## config.mk

```make
export PLATFORM = sky130hd
export DESIGN_NAME = tc_cam_result_accum
export DESIGN_NICKNAME = d
export VERILOG_FILES = /design/src/rtl/tc_cam_pkg.sv /design/src/rtl/tc_result_fifo.sv /design/src/rtl/tc_cam_result_accum.sv
export SDC_FILE = /design/constraint.sdc
export NUM_CORES = 1
export LEC_CHECK = 0
export ABC_AREA = 0
export ABC_CLOCK_PERIOD_IN_PS = 4200
export BUFFER_PORTS_ARGS = -buffer_cell sky130_fd_sc_hd__buf_2
export CAP_MARGIN = 40
export CELL_PAD_IN_SITES_DETAIL_PLACEMENT = 1
export CELL_PAD_IN_SITES_GLOBAL_PLACEMENT = 2
export CORE_AREA = 2 2 232 234
export DETAILED_ROUTE_END_ITERATION = 10
export DIE_AREA = 0 0 234 236
export GPL_TIMING_DRIVEN = 0
export PLACE_DENSITY_LB_ADDON = 0.1
export SYNTH_ARGS = -nofsm -noshare
export SYNTH_HDL_FRONTEND = slang
export SYNTH_HIERARCHICAL = 1
export SYNTH_SLANG_ARGS = --single-unit
```

## constraint.sdc

```tcl
create_clock -name aclk -period 4.2 [get_ports aclk]
set_clock_uncertainty 0.1 [all_clocks]
set_input_delay 0.42 -clock aclk [delete_from_list [all_inputs] [get_ports aclk]]
set_output_delay 0.42 -clock aclk [all_outputs]
set_load 0.05 [all_outputs]
```

## src/rtl/tc_cam_pkg.sv

```systemverilog
// Shared definitions for the CAM result path: opcodes and beat field positions.
package tc_cam_pkg;

   typedef logic [3:0] op_t;

   localparam op_t IDLE              = 4'h0;
   localparam op_t UPDATE_ALL        = 4'h1;
   localparam op_t UPDATE_GROUP      = 4'h2;
   localparam op_t UPDATE_ONE        = 4'h3;
   localparam op_t SEARCH_ONE        = 4'h4;
   localparam op_t SEARCH_MQ         = 4'h5;
   localparam op_t SET_ROUTING_TABLE = 4'h6;
   localparam op_t RESET_ALL         = 4'h7;
   localparam op_t UPDATE_DUPLICATE  = 4'h8;
   localparam op_t END_OF_STREAM     = 4'hF;

   localparam int unsigned OP_MSB  = 518;
   localparam int unsigned OP_LSB  = 515;
   localparam int unsigned HIT_BIT = 0;

endpackage

```

## src/rtl/tc_result_fifo.sv

```systemverilog
// Small synchronous FIFO for completed segment counts.
// A push into a full FIFO is accepted when a pop happens in the same cycle.
module tc_result_fifo #(
   parameter int unsigned WIDTH = 64,
   parameter int unsigned DEPTH = 2
) (
   input  logic             aclk,
   input  logic             areset_n,
   input  logic             push,
   input  logic [WIDTH-1:0] push_data,
   output logic             full,
   input  logic             pop,
   output logic [WIDTH-1:0] head,
   output logic             empty
);

   localparam int unsigned AW = $clog2(DEPTH);

   logic [WIDTH-1:0] mem [DEPTH];
   logic [AW:0]      wr_ptr;
   logic [AW:0]      rd_ptr;
   logic             pop_en;
   logic             push_en;

   assign empty   = (wr_ptr == rd_ptr);
   assign full    = (wr_ptr[AW] != rd_ptr[AW]) && (wr_ptr[AW-1:0] == rd_ptr[AW-1:0]);
   assign pop_en  = pop && !empty;
   assign push_en = push && (!full || pop_en);
   assign head    = mem[rd_ptr[AW-1:0]];

   // Pointer update and storage write; storage is cleared so the head reads zero after reset.
   always_ff @(posedge aclk or negedge areset_n) begin
      if (!areset_n) begin
         wr_ptr <= '0;
         rd_ptr <= '0;
         mem    <= '{default: '0};
      end else begin
         if (push_en) begin
            mem[wr_ptr[AW-1:0]] <= push_data;
            wr_ptr              <= wr_ptr + 1'b1;
         end
         if (pop_en) begin
            rd_ptr <= rd_ptr + 1'b1;
         end
      end
   end

endmodule

```

## src/rtl/tc_cam_result_accum.sv

```systemverilog
// Per-segment CAM hit counter feeding an AXI4-Stream count output.
// Optional macro TC_SEARCH_CNT_EN adds a search-beat counter packed above the hit count.
module tc_cam_result_accum
   import tc_cam_pkg::*;
#(
   parameter int unsigned C_DATA_WIDTH  = 520,
   parameter int unsigned C_COUNT_WIDTH = 64,
   parameter int unsigned FIFO_DEPTH    = 2
) (
   input  logic                       aclk,
   input  logic                       areset_n,
   input  logic                       s_tvalid,
   input  logic [C_DATA_WIDTH-1:0]    s_tdata,
   output logic                       m_tvalid,
   input  logic                       m_tready,
`ifdef TC_SEARCH_CNT_EN
   output logic [2*C_COUNT_WIDTH-1:0] m_tdata,
`else
   output logic [C_COUNT_WIDTH-1:0]   m_tdata,
`endif
   output logic                       ovf_err,
   output logic                       sat_err
);

`ifdef TC_SEARCH_CNT_EN
   localparam int unsigned ENTRY_W = 2 * C_COUNT_WIDTH;
`else
   localparam int unsigned ENTRY_W = C_COUNT_WIDTH;
`endif

   localparam logic [C_COUNT_WIDTH-1:0] CNT_ONE = 1;

   op_t                op;
   logic               hit;
   logic               is_search;
   logic               is_eos;
   logic               pop;
   logic               fifo_full;
   logic               fifo_empty;
   logic [ENTRY_W-1:0] push_data;
   logic [ENTRY_W-1:0] fifo_head;
   logic [C_COUNT_WIDTH-1:0] acc;

   assign op        = s_tdata[OP_MSB:OP_LSB];
   assign hit       = s_tdata[HIT_BIT];
   assign is_search = s_tvalid && (op == SEARCH_MQ);
   assign is_eos    = s_tvalid && (op == END_OF_STREAM);
   assign pop       = m_tvalid && m_tready;

   // Hit accumulator: saturating increment on search hits, cleared on end of segment.
   always_ff @(posedge aclk or negedge areset_n) begin
      if (!areset_n) begin
         acc <= '0;
      end else if (is_eos) begin
         acc <= '0;
      end else if (is_search && hit && !(&acc)) begin
         acc <= acc + CNT_ONE;
      end
   end

   // Sticky error flags: saturation on a hit at all-ones, dropped count on a full FIFO.
   always_ff @(posedge aclk or negedge areset_n) begin
      if (!areset_n) begin
         sat_err <= 1'b0;
         ovf_err <= 1'b0;
      end else begin
         if (is_search && hit && (&acc)) begin
            sat_err <= 1'b1;
         end
         if (is_eos && fifo_full && !pop) begin
            ovf_err <= 1'b1;
         end
      end
   end

`ifdef TC_SEARCH_CNT_EN
   logic [C_COUNT_WIDTH-1:0] search_cnt;

   // Search-beat counter: every SEARCH_MQ beat counts, saturating, cleared on end of segment.
   always_ff @(posedge aclk or negedge areset_n) begin
      if (!areset_n) begin
         search_cnt <= '0;
      end else if (is_eos) begin
         search_cnt <= '0;
      end else if (is_search && !(&search_cnt)) begin
         search_cnt <= search_cnt + CNT_ONE;
      end
   end

   assign push_data = {search_cnt, acc};
`else
   assign push_data = acc;
`endif

   tc_result_fifo #(
      .WIDTH (ENTRY_W),
      .DEPTH (FIFO_DEPTH)
   ) u_fifo (
      .aclk      (aclk),
      .areset_n  (areset_n),
      .push      (is_eos),
      .push_data (push_data),
      .full      (fifo_full),
      .pop       (pop),
      .head      (fifo_head),
      .empty     (fifo_empty)
   );

   assign m_tvalid = !fifo_empty;
   assign m_tdata  = fifo_head;

endmodule
```

# Word level (Yosys, flattened, before mapping)

Cells that the tools add are included.

Flip-flop bits (word level): 198

$lt $le $gt $ge: 3
Bitwise gates (word level): 2
Mux-type cells: 8
Add/sub/neg operators: 3
Equal/unequal tests: 5
Reductions and logical operators: 19

Operators with widths:

| operator                | number |
|---|---|
| $mux W64                | 6 |
| $bwmux W128             | 1 |
| $add A64 B1 Y64 const B | 1 |
| $demux W64 S1           | 1 |
| $reduce_and A64 Y1      | 1 |
| $logic_and A1 B1 Y1     | 12 |
| $add A2 B1 Y2 const B   | 2 |
| $eq A4 B3 Y1 const B    | 1 |
| $eq A4 B4 Y1 const B    | 1 |
| $ge A2 B2 Y1 const B    | 2 |
| $logic_not A1 Y1        | 4 |
| $not A1 Y2              | 2 |
| $eq A2 B2 Y1            | 1 |
| $lt A2 B1 Y1 const B    | 1 |
| $reduce_bool A2 Y1      | 1 |
| $eq A1 B1 Y1            | 1 |
| $logic_or A1 B1 Y1      | 1 |
| $ne A1 B1 Y1            | 1 |

# Logic depth before layout (Yosys ltp)

Depth after elaboration: 6
Depth in mapped cells: 10
Mapped depth without buffers: 7

# Cells and area by module

Netlist, hierarchy kept.

By module, submodules not included:

| module              | instances | cells an instance | area an instance (sq um) |
|---|---|---|---|
| tc_result_fifo      | 1         | 369               | 6259.8 |
| tc_cam_result_accum | 1         | 426               | 3857.4 |

# Worst setup path after synthesis

Ideal clock, no wire load.

Path type: flip-flop to flip-flop
Start point: register u_fifo.rd_ptr[0]
End point: register u_fifo/mem[10] in the netlist's numbering
Path buffers: 4
Setup slack: 1.260 ns
Clock period less this slack: 2.940 ns
Stages on the path, launching flop included: 11
Arrival time: 2.715 ns
Path through: dfrtp_1 > clkbuf_1 > clkbuf_1 > buf_2 > xor2_1 > nor2_1 > nor2b_1 > nor2b_1 > a21oi_4 > buf_6 > mux2_4

Word-level cells in the longest chain between the ends: 6
Elaborated cells on any way between the ends: 9
Those cells by class: 2 x eq/ne; 7 x reduce/logical

Ends and longest elaborated chain:

| element                        | RTL line                   | source |
|---|---|---|
| start: declaration             | tc_result_fifo.sv:21       | `logic [AW:0] rd_ptr;` |
| start signal: assignment       | tc_result_fifo.sv:43       | `rd_ptr <= rd_ptr + 1'b1;` |
| $eq A2 B2 Y1                   | tc_result_fifo.sv:25       | `assign empty = (wr_ptr == rd_ptr);` |
| net fifo_empty                 | tc_cam_result_accum.sv:39  | `logic fifo_empty;` |
| $logic_not A1 Y1               | tc_cam_result_accum.sv:109 | `assign m_tvalid = !fifo_empty;` |
| $logic_and A1 B1 Y1            | tc_cam_result_accum.sv:48  | `assign pop = m_tvalid && m_tready;` |
| net pop                        | tc_cam_result_accum.sv:37  | `logic pop;` |
| $logic_and A1 B1 Y1            | tc_result_fifo.sv:27       | `assign pop_en = pop && !empty;` |
| $logic_or A1 B1 Y1             | tc_result_fifo.sv:28       | `assign push_en = push && (!full \|\| pop_en);` |
| $logic_and A1 B1 Y1            | tc_result_fifo.sv:28       |  |
| end signal: indexed assignment | tc_result_fifo.sv:39       | `mem[wr_ptr[AW-1:0]] <= push_data;` |
| end: declaration               | tc_result_fifo.sv:19       | `logic [WIDTH-1:0] mem [DEPTH];` |

The timed path passes the listed nets, and every way through them passes these cells.
A chain may end at the register's enable or synchronous reset.

# Final worst setup path

Start point: register u_fifo.rd_ptr[0]
End point: register u_fifo/mem[37] in the netlist's numbering

The elaborated chain is that of the path after synthesis.

==> flow_summary_export.csv <==
group,metric,value,unit
placed_design,post-place-ws,-0.6645,ns
power_and_ir_drop,total_power,4.435,mW
grt,antenna_found_initial,1,
synthesis,avgSynthCellArea,12.73,µm²
setup_path,critPathSlowestCell,"clkbuf_1",
setup_path,path_max_fanout,10,
setup_path,end_kind,"register",
cts,clockBufferDepth,2,
setup_path,critPathKind,"register to register",
synthesis,synth_edf_count,0,
cts,clock-sinks,198,
routing,wl_met1,16.04,mm
routing,wl_met3,929,µm
sta,setup_violations,0,
final_layout,synthToLayoutAreaGrowth,19.34,%
setup_path,cp_slowest_stage_delay,0.56,ns
power_and_ir_drop,ir_drop,0.3247,mV
grt,grt_use_total,12.49,%
power_and_ir_drop,p_clk_share,38.7,%
cts,cts_htree_levels,4,
setup_path,cp.arrival,3.87,ns
placed_design,gp_congestion,0.6740,
routing,drtAntennaViolNets,0,
synthesis,synth_nets,1320,
setup_path,worst-path-buf-inv,5,
final_layout,final_common_cell,"dfrtp_1",
final_layout,layout_common_cells,"dfrtp_1, mux2_4, buf_2",
synthesis,synth_cells,795,
grt,grt_overflow,0,
final_layout,diodes,0,
routing,drc,0,
setup_path,required,4.48,ns
sta,setup_ws,0.6083,ns
sta,fmax,278.4,MHz
synthesis,ys_async_sr_fraction,100.0,%
sta,whs,0.3247,ns
synthesis,ys.warnings.count,6,
synthesis,ys_ff_latch,198,
routing,drtIter0Drc,254,
cts,clk_pin_slew,0.07,ns
final_layout,nNetsFinal,1422,
cts,cts_root_buf,"clkbuf_16",
setup_path,critPathTopFamily,"buffers and inverters",
sta,timing.final.crit_period,3.592,ns
cts,clk_latency,0.51,ns
job,max-cap-violations,0,
floorplanning,fp.dieW,234,µm
routing,wirelength,32.50,mm
final_layout,final_area,12070,µm²
floorplanning,rows,85,
grt,grt_pass1_vias,7368,
run_status,status,"complete, no violations",
synthesis,synth-seq-area-share,48.97,%
placed_design,place_area,11440,µm²
power_and_ir_drop,combPwrFrac,16.1,%
power_and_ir_drop,switching_power,1.351,mW
setup_path,cp-start-kind,"register",
routing,dr_wl_met2,15.04,mm
min_path,holdCritPathClass,"primary input to asynchronous set/reset pin",
setup_path,crit_chain,"clkbuf_1, clkbuf_1, buf_2, xor2_1, nor2_1, nor2b_1, nor2b_1, a21oi_4, buf_12, buf_6, mux2_4",
cts,cts_tree,"yes",
cts,cts_buffers,17,
floorplanning,pin_count,591,
power_and_ir_drop,p_sw_share,30.45,%
floorplanning,dieArea,55220,µm²
routing,viasPerCell,4.166,
sta,rsz0062_at_grt,"false",
grt,grt_max_degree,82,
sta,hold_viol,0,
routing,vias,6691,
synthesis,netlist_area,10120,µm²
routing,dr.pass1.iters,4,
routing,routed.top_layer,"met4",
sta,worst_pin_slew,0.8259,ns
placed_design,io_buffers,75,
sta,final_max_slew_viol_count,0,
grt,grt_first_pass_wirelength,50.38,mm
power_and_ir_drop,powerDensity,367.3,nW/µm²
placed_design,hpwl,22.24,mm
power_and_ir_drop,internal_power,3.085,mW
sta,period_share,85.52,%
floorplanning,start_util,19.06,%
synthesis,synth_cell_types,60,
sta,slew_headroom,44.48,%
floorplanning,core_area,53070,µm²
final_layout,fill_cells,5870,
power_and_ir_drop,p_leak,5.496,nW
synthesis,synth_top_flop_cell,"dfrtp_1",
power_and_ir_drop,seqPwrFrac,45.2,%
final_layout,drive_gt1_share,38.02,%
floorplanning,die_y,236,µm
routing,wl_per_cell,20.24,µm
[per-layer routing]
layer / up-vias / GRT usage [%]
met1: 3471 / 17.26
met5: - / 0
met4: 0 / 3.855
met3: 29 / 3.107
li1: 3122 / -
met2: 69 / 19.04
[final cells by class]
type	count	area, µm²	area share [%]
Sequential cell	198	4955	41.04
Multi-Input combinational cell	543	4816	39.89
Tap cell	696	870.8	7.212
Timing Repair Buffer	83	516.7	4.280
Clock buffer	21	440.4	3.648
Buffer	49	329.1	2.725
Clock inverter	11	127.6	1.057
Inverter	5	18.77	0.1554
[Yosys cell counts (3+ instances only)]
| master | number | area [µm²] |
|---|---|---|
| a211oi_1 | 5 | 37.54 |
| a21o_1 | 4 | 30.03 |
| a21oi_1 | 29 | 145.1 |
| a31oi_1 | 10 | 62.56 |
| and2_1 | 5 | 31.28 |
| and3_1 | 17 | 106.4 |
| and4_1 | 7 | 61.31 |
| buf_2 | 7 | 35.03 |
| buf_4 | 3 | 22.52 |
| buf_6 | 15 | 168.9 |
| clkbuf_1 | 23 | 86.33 |
| dfrtp_1 | 198 | 4955 |
| inv_1 | 5 | 18.77 |
| mux2_2 | 73 | 822.0 |
| mux2_4 | 120 | 1802 |
| mux2i_1 | 3 | 30.03 |
| nand2_1 | 43 | 161.4 |
| nand2b_1 | 5 | 31.28 |
| nand3_1 | 21 | 105.1 |
| nand4_1 | 18 | 112.6 |
| nor2_1 | 42 | 157.7 |
| nor2b_1 | 4 | 25.02 |
| nor3_1 | 13 | 65.06 |
| nor4_1 | 4 | 25.02 |
| o2111ai_1 | 4 | 35.03 |
| o211ai_1 | 7 | 52.55 |
| o21a_1 | 4 | 30.03 |
| o21ai_0 | 13 | 65.06 |
| o31ai_1 | 10 | 75.07 |
| or3_1 | 12 | 75.07 |
| or4_1 | 12 | 90.09 |
| xnor2_1 | 11 | 96.34 |
| xor2_1 | 14 | 122.6 |
[cell families (layout without fill, tap and decap cells)]
| kind of cell | Yosys count | in the layout | share of synthesized area [%] |
|---|---|---|---|
| AOI/OAI and AO/OA | 106 | 106 | 7.235 |
| muxes | 196 | 196 | 26.23 |
| xor gates and xnor gates | 26 | 26 | 2.325 |
| adders and majority gates | 1 | 1 | 0.1237 |
| buffers and inverters | 54 | 169 | 3.426 |
| DFF | 198 | 198 | 48.97 |
| and+or+nand+nor | 214 | 214 | 11.69 |
[final timing paths]
check | slack (ns) | from | end | cells after the start
worst max-delay path | 0.61 | u_fifo/rd_ptr[0] | u_fifo/mem[37] | 11
worst min-delay path | 0.32 | areset_n | u_fifo/mem[4] | 2
worst max register to register | 0.61 | u_fifo/rd_ptr[0] | u_fifo/mem[37] | 11
worst min register to register | 0.40 | ovf_err | ovf_err | 1
max in group asynchronous | 2.86 | areset_n | acc[37] | 3
min in group aclk | 0.38 | m_tready | u_fifo/rd_ptr[1] | 3
[through the flow]
stage	std cells	util, %	TNS [ns]
6_report	1606	22.75	0
5_1_grt	1606	22.75	0
4_1_cts	1602	22.65	0
3_5_place_dp	1569	21.56	-78.54
3_3_place_gp	1566	21.41	-374.73
2_1_floorplan	795	-	0
[repair_timing]
| action | in CTS | in global routing |
|---|---|---|
| endpoints found under the hold margin | 46 | 0 |
| hold buffers | 1 | 0 |
| pin swaps | 0 | 2 |
| gates resized for setup | 1 | 0 |
| endpoints found under the setup margin | 120 | 120 |
| buffers inserted | 0 | 4 |
[sequential cells by signal, summed over array words and instances, names as in the netlist]
name and count:
acc 64, u_fifo/wr_ptr 2, u_fifo/mem 128, sat_err 1
u_fifo/rd_ptr 2, ovf_err 1
[power groups by stage]
stage	Combinational [mW]	Sequential (mW)	Clock (mW)
CTS	0.744	2.01	1.82
finish	0.712	2.00	1.72
detailed placement	0.741	2.04	0
floorplan	0.479	2.04	0
global route	0.784	2.01	1.88
global placement	0.727	2.04	0
(Power assumes the default switching activity.)
